### src/rtl/seq_det_pkg.sv
// Shared definitions for the programmable serial sequence detector:
// overlap-mode encodings and the configuration length-width helper.
package seq_det_pkg;

    localparam logic MODE_NONOVL = 1'b0;
    localparam logic MODE_OVL    = 1'b1;

    // Number of bits needed to hold a pattern length in the range 0..max_len.
    function automatic int len_width(input int max_len);
        return $clog2(max_len + 1);
    endfunction

endpackage

### src/rtl/seq_match_counter.sv
// Saturating match counter. A synchronous clear takes priority over an
// increment in the same cycle, so a coincident event is dropped.
module seq_match_counter #(
    parameter int CNT_W = 16
) (
    input  logic             clk,
    input  logic             reset,
    input  logic             inc,
    input  logic             clr,
    output logic [CNT_W-1:0] count
);

    localparam logic [CNT_W-1:0] CNT_MAX = '1;

    logic [CNT_W-1:0] count_r;

    // Count register: async reset, clear first, then saturating increment.
    always_ff @(posedge clk or posedge reset) begin
        if (reset) begin
            count_r <= '0;
        end else if (clr) begin
            count_r <= '0;
        end else if (inc && (count_r != CNT_MAX)) begin
            count_r <= count_r + CNT_W'(1);
        end else begin
            count_r <= count_r;
        end
    end

    assign count = count_r;

endmodule

### src/rtl/seq_detector_prog.sv
// Programmable serial sequence detector. Accepted bits shift into a history
// register; a match is declared when enough bits have arrived and the low
// len bits of the history equal the low len bits of the pattern.
module seq_detector_prog
    import seq_det_pkg::*;
#(
    parameter int                 MAX_LEN     = 8,
    parameter int                 CNT_W       = 16,
    parameter logic [MAX_LEN-1:0] RST_PATTERN = 8'b0000_1011,
    parameter int                 RST_LEN     = 4,
    parameter logic               RST_OVERLAP = MODE_OVL
) (
    input  logic                         clk,
    input  logic                         reset,
    input  logic                         in_valid,
    input  logic                         in_bit,
    input  logic                         cfg_we,
    input  logic [MAX_LEN-1:0]           cfg_pattern,
    input  logic [$clog2(MAX_LEN+1)-1:0] cfg_len,
    input  logic                         cfg_overlap,
    input  logic                         clr_count,
    output logic                         detected,
    output logic [CNT_W-1:0]             match_count
);

    localparam int               LEN_W     = len_width(MAX_LEN);
    localparam logic [LEN_W-1:0] MAX_LEN_L = LEN_W'(MAX_LEN);
    localparam logic [LEN_W-1:0] RST_LEN_L = (RST_LEN > MAX_LEN) ? MAX_LEN_L : LEN_W'(RST_LEN);

    // Configuration registers
    logic [MAX_LEN-1:0] pattern_r;
    logic [LEN_W-1:0]   len_r;
    logic               overlap_r;

    // Datapath registers
    logic [MAX_LEN-1:0] hist_r;
    logic [LEN_W-1:0]   fill_r;
    logic               detected_r;

    // Next-state combinational values
    logic               accept_s;
    logic [MAX_LEN-1:0] hist_shift_s;
    logic [LEN_W-1:0]   fill_inc_s;
    logic [LEN_W-1:0]   fill_next_s;
    logic [MAX_LEN-1:0] mask_s;
    logic               match_s;
    logic [LEN_W-1:0]   cfg_len_clamped_s;

    // A configuration write owns the cycle, so the data bit is not taken.
    assign accept_s = in_valid & ~cfg_we;

    // Compute the post-shift history and fill, and evaluate the comparator on them.
    always_comb begin
        hist_shift_s = (hist_r << 1) | {{(MAX_LEN-1){1'b0}}, in_bit};

        if (fill_r == MAX_LEN_L) begin
            fill_inc_s = fill_r;
        end else begin
            fill_inc_s = fill_r + LEN_W'(1);
        end

        mask_s = '0;
        for (int i = 0; i < MAX_LEN; i++) begin
            mask_s[i] = (i < int'(len_r));
        end

        // len of zero would give an empty mask that trivially compares equal.
        match_s = accept_s && (len_r != '0) && (fill_inc_s >= len_r)
                  && ((hist_shift_s & mask_s) == (pattern_r & mask_s));

        if (match_s && (overlap_r == MODE_NONOVL)) begin
            fill_next_s = '0;
        end else begin
            fill_next_s = fill_inc_s;
        end

        if (cfg_len > MAX_LEN_L) begin
            cfg_len_clamped_s = MAX_LEN_L;
        end else begin
            cfg_len_clamped_s = cfg_len;
        end
    end

    // Configuration, history, fill and registered match pulse.
    always_ff @(posedge clk or posedge reset) begin
        if (reset) begin
            pattern_r  <= RST_PATTERN;
            len_r      <= RST_LEN_L;
            overlap_r  <= RST_OVERLAP;
            hist_r     <= '0;
            fill_r     <= '0;
            detected_r <= 1'b0;
        end else if (cfg_we) begin
            pattern_r  <= cfg_pattern;
            len_r      <= cfg_len_clamped_s;
            overlap_r  <= cfg_overlap;
            hist_r     <= '0;
            fill_r     <= '0;
            detected_r <= 1'b0;
        end else if (accept_s) begin
            hist_r     <= hist_shift_s;
            fill_r     <= fill_next_s;
            detected_r <= match_s;
        end else begin
            detected_r <= 1'b0;
        end
    end

    assign detected = detected_r;

    seq_match_counter #(
        .CNT_W (CNT_W)
    ) u_match_counter (
        .clk   (clk),
        .reset (reset),
        .inc   (match_s),
        .clr   (clr_count),
        .count (match_count)
    );

endmodule

### config.mk
export PLATFORM = sky130hd
export DESIGN_NAME = seq_detector_prog
export DESIGN_NICKNAME = d
export VERILOG_FILES = /design/src/rtl/seq_det_pkg.sv /design/src/rtl/seq_match_counter.sv /design/src/rtl/seq_detector_prog.sv
export SDC_FILE = /design/constraint.sdc
export NUM_CORES = 1
export LEC_CHECK = 0
export BUFFER_PORTS_ARGS = -buffer_cell sky130_fd_sc_hd__buf_2
export CAP_MARGIN = 20
export CORE_AREA = 2 2 67 69
export CTS_CLUSTER_DIAMETER = 100
export DETAILED_ROUTE_END_ITERATION = 12
export DIE_AREA = 0 0 69 71
export PLACE_DENSITY = 0.88
export SYNTH_ARGS = -nofsm -noshare
export SYNTH_HDL_FRONTEND = slang
export SYNTH_SLANG_ARGS = --single-unit
### constraint.sdc
create_clock -name clk -period 6 [get_ports clk]
set_input_delay 1.2 -clock clk [delete_from_list [all_inputs] [get_ports clk]]
set_output_delay 1.2 -clock clk [all_outputs]
set_load 0.03 [all_outputs]
==> results.sh, run 1 <==
export IMPL_max_freq_ghz=0.333
export IMPL_core_sq_um=4200
export IMPL_min_period_ns=3.00
export IMPL_cts_hold_buf=0
export IMPL_critPathLaunchType="primary input"
export IMPL_insertion_delay_ns=0.30
export IMPL_dr_pass1_iters=4
export IMPL_ys_seq_area_frac=0.427
export IMPL_cts_resized=0
export IMPL_drive_gt1_frac=0.267
export IMPL_worst_pin_slew_ns=0.770
export IMPL_drc=0
export IMPL_postCtsSetupBuffers=0
export IMPL_grt_ovfl_total=0
export IMPL_vias=1883
export IMPL_rows=24
export IMPL_grt_pass1_vias=1815
export IMPL_cap_violations=0
export IMPL_synth_warnings=0
export IMPL_clock_sinks=41
export IMPL_fin_crit_sh=0.500
export IMPL_cts_tree="built"
export IMPL_synthCells=239
export IMPL_peakVddDrop_mv=0.188
export IMPL_drt_total_wl_microns=4660
export IMPL_n_antenna_cell=0
export IMPL_hold_viol=0
export IMPL_grt_setup_unrepaired="false"
export IMPL_setup_tns_ns=0
export IMPL_cp_max_fo=11
export IMPL_initial_core_util=0.575
export IMPL_viasPerCell=5.79
export IMPL_p_leak_uw=0.00123
export IMPL_syn_area_per_cell_sq_um=10.1
export IMPL_fin_nets=298
export IMPL_grt_pass1_wl_microns=8170
export IMPL_io_pins=36
export IMPL_place_hpwl_microns=3410
export IMPL_ys_types=55
export IMPL_pwr_density_cell_nw_per_um2=237
export IMPL_synthesis_nets=265
export IMPL_required_ns=6.22
export IMPL_fillers=348
export IMPL_slew_headroom=0.483
export IMPL_drv_slew=0
export IMPL_syn2layout_area_growth_pct=12.7
export IMPL_min_path_type="reg -> reg"
export IMPL_skew_ns=0.00762
export IMPL_gp_congestion=0.847
export IMPL_grt_antenna_before_repair=0
export IMPL_dieHeight_microns=71
export IMPL_outcome="finished clean"
export IMPL_synth_seq_cells=41
export IMPL_grt_max_degree=42
export IMPL_dieArea_sq_um=4900
export IMPL_finalSetupViolations=0
export IMPL_htree_levels=2
export IMPL_drtIter0Drc=143
export IMPL_cp_arrival_ns=3.22
export IMPL_ant_nets=0
export IMPL_worstSetupPathType="in -> reg"
export IMPL_r2r_setup_slack_ns=3.13
export IMPL_power_uw=645
export IMPL_wire_per_inst_microns=14.3
export IMPL_clk_pin_slew_ns=0.08
export IMPL_placed_cell_area_sq_um=2590
export IMPL_clockBufferDepth=2
export IMPL_portBuffers=35
export IMPL_grt_usage=0.206
export IMPL_cts_buffers=5
export IMPL_cts_root_buf="clkbuf_8"
export IMPL_end_kind="flop"
export IMPL_die_w_microns=69
export IMPL_syn_area_sq_um=2420
export IMPL_design_area_sq_um=2720
==> stage by stage <==
stage | utilization | std cells | hold WS [ns] | worst slack (ns)
after floorplan | - | 239 | 0.502 | 3.33
after global routing | 0.648 | 325 | 0.555 | 2.74
final | 0.648 | 325 | 0.536 | 3.00
after CTS | 0.648 | 325 | 0.540 | 2.97
after global placement | 0.616 | 317 | 0.515 | 2.76
after detailed placement | 0.616 | 317 | 0.522 | 2.70
==> worst max-delay path, cell delays in order <==
cell and delay, ns:
buf_2 0.12, xnor2_2 0.18, nand2_1 0.09, o31ai_2 0.63, nand3_2 0.30, or4_1 0.54, a21oi_1 0.16
==> placed cells by master (no fill, tap or decap), drive strengths merged, types with 9 or more instances in the layout <==
cell type and instances:
buf 36, dfrtp 36, inv 9, mux2 17, nand2 17, nand3 12, nor2 25, nor2b 10
nor3 12, xnor2 10
==> power by group <==
part / total, uW / switching (uW) / internal, uW
clock network: 263 / 97.4 / 165
logic: 81.3 / 45.4 / 35.9
registers: 301 / 11.4 / 290
total: 645 / 154 / 491
==> per-layer routing <==
metal,global-route usage,share of wire,vias to the layer above
met5,0,0,-
met4,0.0610,0.013,0
li1,-,-,917
met1,0.256,0.42,910
met2,0.360,0.52,49
met3,0.0484,0.049,7
==> area by class of cell <==
class	instances	area [sq um]	area share
timing repair buffer	36	183	0.0671
multi-input combinational	179	1280	0.469
clock inverter	3	65.1	0.0239
inverter	9	33.8	0.0124
sequential	41	1030	0.379
clock buffer	5	68.8	0.0253
tap	52	65.1	0.0239
==> flip-flops by register name, summed over array words and instances (netlist names) <==
name and count:
hist_r 7, len_r 4, pattern_r 8, fill_r 4, overlap_r 1, u_match_counter.count 16
detected 1
==> cell families after synthesis <==
group	after synthesis	share of synthesized area
buf+inv	19	0.0450
simple gates	101	0.233
compound gates	36	0.104
mux	25	0.112
xor+xnor	10	0.0424
fa+ha+maj	7	0.0362
flops	41	0.427
==> cell usage after synthesis (all sizes together) <==
cell type	number	area share
ha	7	0.036
o21a	1	0.0031
o22ai	4	0.010
a31oi	2	0.0052
clkbuf	3	0.0088
a32o	3	0.012
xnor2	10	0.042
nor3b	2	0.0083
nor4	2	0.0078
nor2b	10	0.029
dfrtp	36	0.37
and2b	1	0.0041
buf	6	0.018
a21oi	8	0.017
mux2i	8	0.033
o41ai	2	0.0072
nand4	5	0.016
a21o	1	0.0031
nand4bb	1	0.0047
nand4b	1	0.0036
nor3	12	0.029
nand3	12	0.029
and4	1	0.0036
inv	9	0.014
o31ai	3	0.011
o21ai	7	0.014
dfstp	5	0.054
nand2	17	0.026
nand2b	5	0.013
a2111oi	1	0.0062
o21bai	1	0.0031
or4	3	0.0093
a22o	1	0.0036
dlygate4sd3	1	0.0041
o211ai	1	0.0031
mux2	17	0.079
nor2	25	0.040
o2bb2ai	1	0.0036
or3	1	0.0026
and3	3	0.0078
==> worst paths after layout <==
path | startpoint | endpoint | cells after the start
min | pattern_r[6] | pattern_r[6] | 1
max reg2reg | fill_r[0] | u_match_counter.count[6] | 12
max | in_bit | u_match_counter.count[9] | 7
min in group asynchronous | reset | pattern_r[2] | 3
max in group asynchronous | reset | overlap_r | 3
min reg2reg | pattern_r[6] | pattern_r[6] | 1
Note: power is estimated with default switching activity, not from simulation.
==> inputs of run 2 (changes only) <==
--- a/config.mk
+++ b/config.mk
@@ -7,11 +7,11 @@
 export LEC_CHECK = 0
 export BUFFER_PORTS_ARGS = -buffer_cell sky130_fd_sc_hd__buf_2
 export CAP_MARGIN = 20
-export CORE_AREA = 2 2 67 69
+export CORE_AREA = 2 2 69 71
 export CTS_CLUSTER_DIAMETER = 100
 export DETAILED_ROUTE_END_ITERATION = 12
-export DIE_AREA = 0 0 69 71
-export PLACE_DENSITY = 0.88
+export DIE_AREA = 0 0 71 73
+export PLACE_DENSITY = 0.84
 export SYNTH_ARGS = -nofsm -noshare
 export SYNTH_HDL_FRONTEND = slang
 export SYNTH_SLANG_ARGS = --single-unit
==> constraint.sdc (replaced) <==
create_clock -name clk -period 2.89 [get_ports clk]
set_input_delay 0.578 -clock clk [delete_from_list [all_inputs] [get_ports clk]]
set_output_delay 0.578 -clock clk [all_outputs]
set_load 0.03 [all_outputs]
==> run 2 against run 1 <==
Effect of this change: first-iteration DRC count increased by 12%; sequential cell count unchanged; critical path depth is 5 higher; clock skew is 0.0046 ns higher; die area increased by 5.8%; sequential share of layout area rose by 0.16 points; largest power group unchanged; clock-buffer cell count grew 1; critical path type is now reg -> reg; core utilization fell by 5.0 points; total power increased by 81%; via count is 0.32% higher; clock power grew 38%.
==> results.sh, run 2 (synthesis gave the netlist of run 1 again) <==
export IMPL_outcome="finished clean"
export IMPL_cp_cell_sequence="inv_1 > ha_1 > nand2_1 > nor2_1 > xnor2_1 > ha_1 > nand2b_1 > a2111oi_2 > nor3_2 > nand3_2 > or4_1 > a21oi_1"
export IMPL_cts_tree="built"
export IMPL_worstSetupPathType="reg -> reg"
export IMPL_wire_per_inst_microns=14.4
export IMPL_setup_tns_ns=0
export IMPL_worst_pin_slew_ns=0.527
export IMPL_grt_met1_usage=0.268
export IMPL_drt_total_wl_microns=4750
export IMPL_cp_arrival_ns=2.85
export IMPL_grt_max_degree=42
export IMPL_grt_busiest_layer="met2"
export IMPL_cts_hold_buf=0
export IMPL_ant_nets=0
export IMPL_slew_headroom=0.649
export IMPL_fin_crit_sh=0.908
export IMPL_reg2reg_to="u_match_counter.count[9]"
export IMPL_grt_ovfl_total=0
export IMPL_stdcell_count=331
export IMPL_cp_max_fo=8
export IMPL_place_hpwl_microns=3370
export IMPL_grt_pass1_wl_microns=8570
export IMPL_largest_reg_flops=16
export IMPL_cap_violations=0
export IMPL_dieArea_sq_um=5180
export IMPL_portBuffers=35
export IMPL_crit_family="simple AND/OR/NAND/NOR gates"
export IMPL_final_common_cell="dfrtp_1"
export IMPL_fin_nets=302
export IMPL_placed_cell_area_sq_um=2620
export IMPL_critPathLaunchType="flop"
export IMPL_place_ws_ns=0.0705
export IMPL_skew_ns=0.0122
export IMPL_pwr_density_cell_nw_per_um2=431
export IMPL_grtUsageMet2=0.351
export IMPL_final_cell_mix="36 x dfrtp_1, 35 x buf_2, 24 x nor2_1"
export IMPL_reg2regPathDepth=12
export IMPL_p_leak_uw=0.00124
export IMPL_drc=0
export IMPL_hold_slack_ns=0.387
export IMPL_critPathMaxStageDelay_ns=0.51
export IMPL_clock_sinks=41
export IMPL_design_area_sq_um=2710
export IMPL_n_antenna_cell=0
export IMPL_cp_common_cell="ha_1"
export IMPL_grt_antenna_before_repair=0
export IMPL_insertion_delay_ns=0.30
export IMPL_drtIter0Drc=160
export IMPL_end_kind="flop"
export IMPL_drive_gt1_frac=0.278
export IMPL_viasPerCell=5.71
export IMPL_cts_root_buf="clkbuf_8"
export IMPL_clockBufferDepth=2
export IMPL_cp_num_buf_inv=1
export IMPL_required_ns=3.12
export IMPL_core_sq_um=4540
export IMPL_die_w_microns=71
export IMPL_fillers=369
export IMPL_htree_levels=2
export IMPL_grt_pass1_vias=1883
export IMPL_max_freq_ghz=0.381
export IMPL_hold_viol=0
export IMPL_grt_use_met3=0.0456
export IMPL_placed_cells=323
export IMPL_cts_buffers=5
export IMPL_cpMaxStageDelayCell="or4_1"
export IMPL_clk_pin_slew_ns=0.08
export IMPL_min_period_ns=2.62
export IMPL_crit_start="fill_r[0]"
export IMPL_rows=25
export IMPL_syn2layout_area_growth_pct=12.2
export IMPL_grt_setup_unrepaired="false"
export IMPL_r2r_start="fill_r[0]"
export IMPL_vias=1889
export IMPL_initial_core_util=0.533
export IMPL_dr_pass1_iters=7
export IMPL_dieHeight_microns=73
export IMPL_gp_congestion=0.855
export IMPL_r2r_setup_slack_ns=0.27
export IMPL_io_pins=36
export IMPL_finalSetupViolations=0
export IMPL_grt_usage=0.210
export IMPL_layout_setup_ws_ns=0.266
export IMPL_peakVddDrop_mv=0.323
export IMPL_drv_slew=0
export IMPL_min_path_type="in -> async"
==> run 2: cell types whose count changed in the layout (fill, tap and decap cells not counted), sizes merged <==
cell and change:
clkbuf +1, bufinv -2, clkinv +1, buf +4
==> run 2: how the worst max path moves through the flow <==
stage	end	slack (ns)	depth (start not counted)
floorplan	u_match_counter.count[10]	0.31	13
global placement	u_match_counter.count[4]	0.17	12
detailed placement	u_match_counter.count[6]	0.07	12
CTS	u_match_counter.count[6]	0.06	12
global route	u_match_counter.count[9]	0.01	12
finish	u_match_counter.count[9]	0.27	12
==> run 2: repair_timing <==
action	in CTS	in global routing
setup buffers	0	0
setup endpoints to repair	0	11
resized for setup	0	2
==> run 2: through the flow <==
stage          total power (uW)   util
2_1_floorplan               769      -
3_3_place_gp                809  0.578
3_5_place_dp                816  0.578
4_1_cts                    1180  0.596
5_1_grt                    1230  0.598
6_report                   1170  0.598
==> run 2: routing by layer <==
layer	part of all wire	routed length, microns
met4	0.012	58
met1	0.45	2130
met3	0.046	217
met2	0.49	2340
met5	0	0
==> run 2: power breakdown <==
group	switching (uW)	internal [uW]
clock	196	167
sequential	24.0	602
combinational	101	80.1
==> run 2: layout make-up <==
class                           instances  area [sq um]  area share
Inverter                                9          33.8      0.0125
Clock buffer                            6          72.6      0.0268
Tap cell                               54          67.6      0.0249
Clock inverter                          2          10.0     0.00369
Timing Repair Buffer                   40           213      0.0784
Sequential cell                        41          1030       0.381
Multi-Input combinational cell        179          1280       0.473
==> run 2: worst reg2reg max path, stage by stage (launching register included) <==
cell       delay (ns)
dfrtp_1          0.39
inv_1            0.09
ha_1             0.20
nand2_1          0.08
nor2_1           0.05
xnor2_1          0.14
ha_1             0.27
nand2b_1         0.10
a2111oi_2        0.07
nor3_2           0.29
nand3_2          0.21
or4_1            0.51
a21oi_1          0.15
==> inputs of run 3 (changes only) <==
--- a/config.mk
+++ b/config.mk
@@ -7,11 +7,11 @@
 export LEC_CHECK = 0
 export BUFFER_PORTS_ARGS = -buffer_cell sky130_fd_sc_hd__buf_2
 export CAP_MARGIN = 20
-export CORE_AREA = 2 2 69 71
+export CORE_AREA = 2 2 93 95
 export CTS_CLUSTER_DIAMETER = 100
 export DETAILED_ROUTE_END_ITERATION = 12
-export DIE_AREA = 0 0 71 73
-export PLACE_DENSITY = 0.84
+export DIE_AREA = 0 0 95 97
+export PLACE_DENSITY = 0.54
 export SYNTH_ARGS = -nofsm -noshare
 export SYNTH_HDL_FRONTEND = slang
 export SYNTH_SLANG_ARGS = --single-unit
==> constraint.sdc (replaced) <==
create_clock -name clk -period 2.5 [get_ports clk]
set_input_delay 0.5 -clock clk [delete_from_list [all_inputs] [get_ports clk]]
set_output_delay 0.5 -clock clk [all_outputs]
set_load 0.03 [all_outputs]
==> run 3 against run 2 <==
Effect of this change: cell area up 19%; clock-buffer cell count up 1; the flow now finishes with violations (negative setup slack); critical path depth up 4; clock skew down 0.0083 ns; hold slack worse by 0.050 ns; sequential share of layout area down 6.2 points; maximum frequency up 4.0%; non-clock buffer count up 32; via count up 7.8%; die area up 78%; global-route usage down 8.4 points.
==> results.sh, run 3 (synthesis gave the netlist of run 1 again) <==
export IMPL_drive_gt1_frac=0.427
export IMPL_critPathLaunchType="flop"
export IMPL_cts_root_buf="clkbuf_8"
export IMPL_max_freq_ghz=0.396
export IMPL_cts_buffers=5
export IMPL_cp_num_buf_inv=12
export IMPL_clk_pin_slew_ns=0.08
export IMPL_gp_congestion=0.782
export IMPL_clockBufferDepth=2
export IMPL_placed_cells=378
export IMPL_drtIter0Drc=73
export IMPL_end_kind="flop"
export IMPL_p_leak_uw=0.00144
export IMPL_cts_tree="built"
export IMPL_pwr_density_cell_nw_per_um2=484
export IMPL_largest_reg_flops=16
export IMPL_finalSetupViolations=3
export IMPL_vias=2036
export IMPL_stdcell_count=414
export IMPL_power_frac_clock=0.355
export IMPL_cp_cell_sequence="buf_4 > ha_2 > nand2_1 > mux2i_1 > buf_4 > buf_4 > buf_4 > buf_4 > buf_4 > buf_4 > buf_4 > buf_4 > buf_4 > buf_4 > buf_4 > a32o_1"
export IMPL_violations="negative setup slack"
export IMPL_p_int_uw=1170
export IMPL_outcome="complete, but fails checks"
export IMPL_layout_setup_ws_ns=-0.0225
export IMPL_switchingPower_uw=395
export IMPL_drt_total_wl_microns=5570
export IMPL_setup_tns_ns=-0.0440
export IMPL_slew_headroom=0.641
export IMPL_switching_share=0.252
export IMPL_power_frac_seq=0.461
export IMPL_min_period_ns=2.52
export IMPL_cpMaxStageDelayCell="dfrtp_1"
export IMPL_cap_violations=0
export IMPL_grt_ovfl_total=0
export IMPL_cp_common_cell="buf_4"
export IMPL_drv_slew=0
export IMPL_skew_ns=0.00394
export IMPL_critPathMaxStageDelay_ns=0.41
export IMPL_worstSetupPathType="reg -> reg"
export IMPL_core_sq_um=8130
export IMPL_design_area_sq_um=3240
export IMPL_drc=0
export IMPL_place_ws_ns=-0.0577
export IMPL_worst_pin_slew_ns=0.539
export IMPL_syn2layout_area_growth_pct=34.1
export IMPL_final_cell_mix="36 x dfrtp_1, 35 x buf_2, 31 x buf_4"
export IMPL_cp_arrival_ns=2.71
export IMPL_io_pins=36
export IMPL_grt_usage=0.126
export IMPL_portBuffers=35
export IMPL_grt_pass1_wl_microns=9250
export IMPL_dr_pass1_iters=4
export IMPL_min_path_type="in -> async"
export IMPL_clock_sinks=41
export IMPL_p_comb_frac=0.184
export IMPL_rows=33
export IMPL_ant_nets=0
export IMPL_peakVddDrop_mv=0.261
export IMPL_fin_crit_sh=1.01
export IMPL_insertion_delay_ns=0.29
export IMPL_hold_viol=0
export IMPL_die_w_microns=95
export IMPL_htree_levels=2
export IMPL_cp_max_fo=3
export IMPL_place_hpwl_microns=3680
export IMPL_viasPerCell=4.92
export IMPL_required_ns=2.68
export IMPL_crit_family="buffers and inverters"
export IMPL_dieArea_sq_um=9220
export IMPL_grt_pass1_vias=1953
export IMPL_fin_nets=334
export IMPL_grt_antenna_before_repair=0
export IMPL_n_antenna_cell=0
export IMPL_dieHeight_microns=97
export IMPL_grt_setup_unrepaired="true"
export IMPL_initial_core_util=0.297
export IMPL_wire_per_inst_microns=13.4
export IMPL_placed_cell_area_sq_um=2730
export IMPL_grt_max_degree=42
export IMPL_final_common_cell="dfrtp_1"
==> run 3: final timing paths <==
| kind | start | endpoint | slack [ns] | cells past startpoint |
|---|---|---|---|---|
| worst min-delay path | reset | u_match_counter.count[2] | 0.34 | 3 |
| worst min register to register | pattern_r[2] | pattern_r[2] | 0.54 | 1 |
| max in group asynchronous | reset | pattern_r[1] | 1.80 | 3 |
| min in group clk | cfg_len[3] | len_r[2] | 0.41 | 2 |
| worst max-delay path | fill_r[0] | fill_r[2] | -0.02 | 16 |
| worst max register to register | fill_r[0] | fill_r[2] | -0.02 | 16 |
==> run 3: worst register-to-register path: stages (launching register included) <==
cell	delay, ns
dfrtp_1	0.41
buf_4	0.15
ha_2	0.18
nand2_1	0.05
mux2i_1	0.08
buf_4	0.14
buf_4	0.12
buf_4	0.12
buf_4	0.12
buf_4	0.12
buf_4	0.12
buf_4	0.12
buf_4	0.12
buf_4	0.12
buf_4	0.12
buf_4	0.12
a32o_1	0.24
==> run 3: layout make-up <==
cell class              count  area [sq um]
clock buffers               7          86.3
clock inverters             1          30.0
fillers                   819          4890
inverters                   9          33.8
multi-input cells         179          1440
flip-flops and latches     41          1030
well taps                 105           131
repair buffers             72           488
==> run 3: per-layer routing <==
layer	vias up	routed length, microns	GRT usage
li1	1001	-	-
met1	981	2520	0.167
met2	44	2740	0.205
met3	10	232	0.0265
met4	0	73	0.0379
met5	-	0	0
==> run 3: what timing repair did <==
| action | in CTS | in global routing |
|---|---|---|
| hold buffers | 0 | 0 |
| endpoints found under the setup margin | 9 | 20 |
| pin swaps | 9 | 13 |
| gates resized for setup | 21 | 19 |
| setup buffers | 26 | 4 |
==> run 3: power by group through the flow <==
| stage | Sequential [uW] | Combinational (uW) | Clock, uW |
|---|---|---|---|
| after detailed placement | 735 | 225 | 0 |
| after global routing | 727 | 321 | 607 |
| after floorplan | 731 | 159 | 0 |
| final | 723 | 289 | 556 |
| after global placement | 734 | 222 | 0 |
| after CTS | 723 | 284 | 577 |
==> run 3: per-stage QoR <==
step / utilization / hold slack [ns] / total power [uW]
3_5_place_dp: 0.335 / 0.527 / 960
4_1_cts: 0.384 / 0.348 / 1580
3_3_place_gp: 0.335 / 0.518 / 957
2_1_floorplan: - / 0.502 / 890
6_report: 0.398 / 0.336 / 1570
5_1_grt: 0.398 / 0.406 / 1660
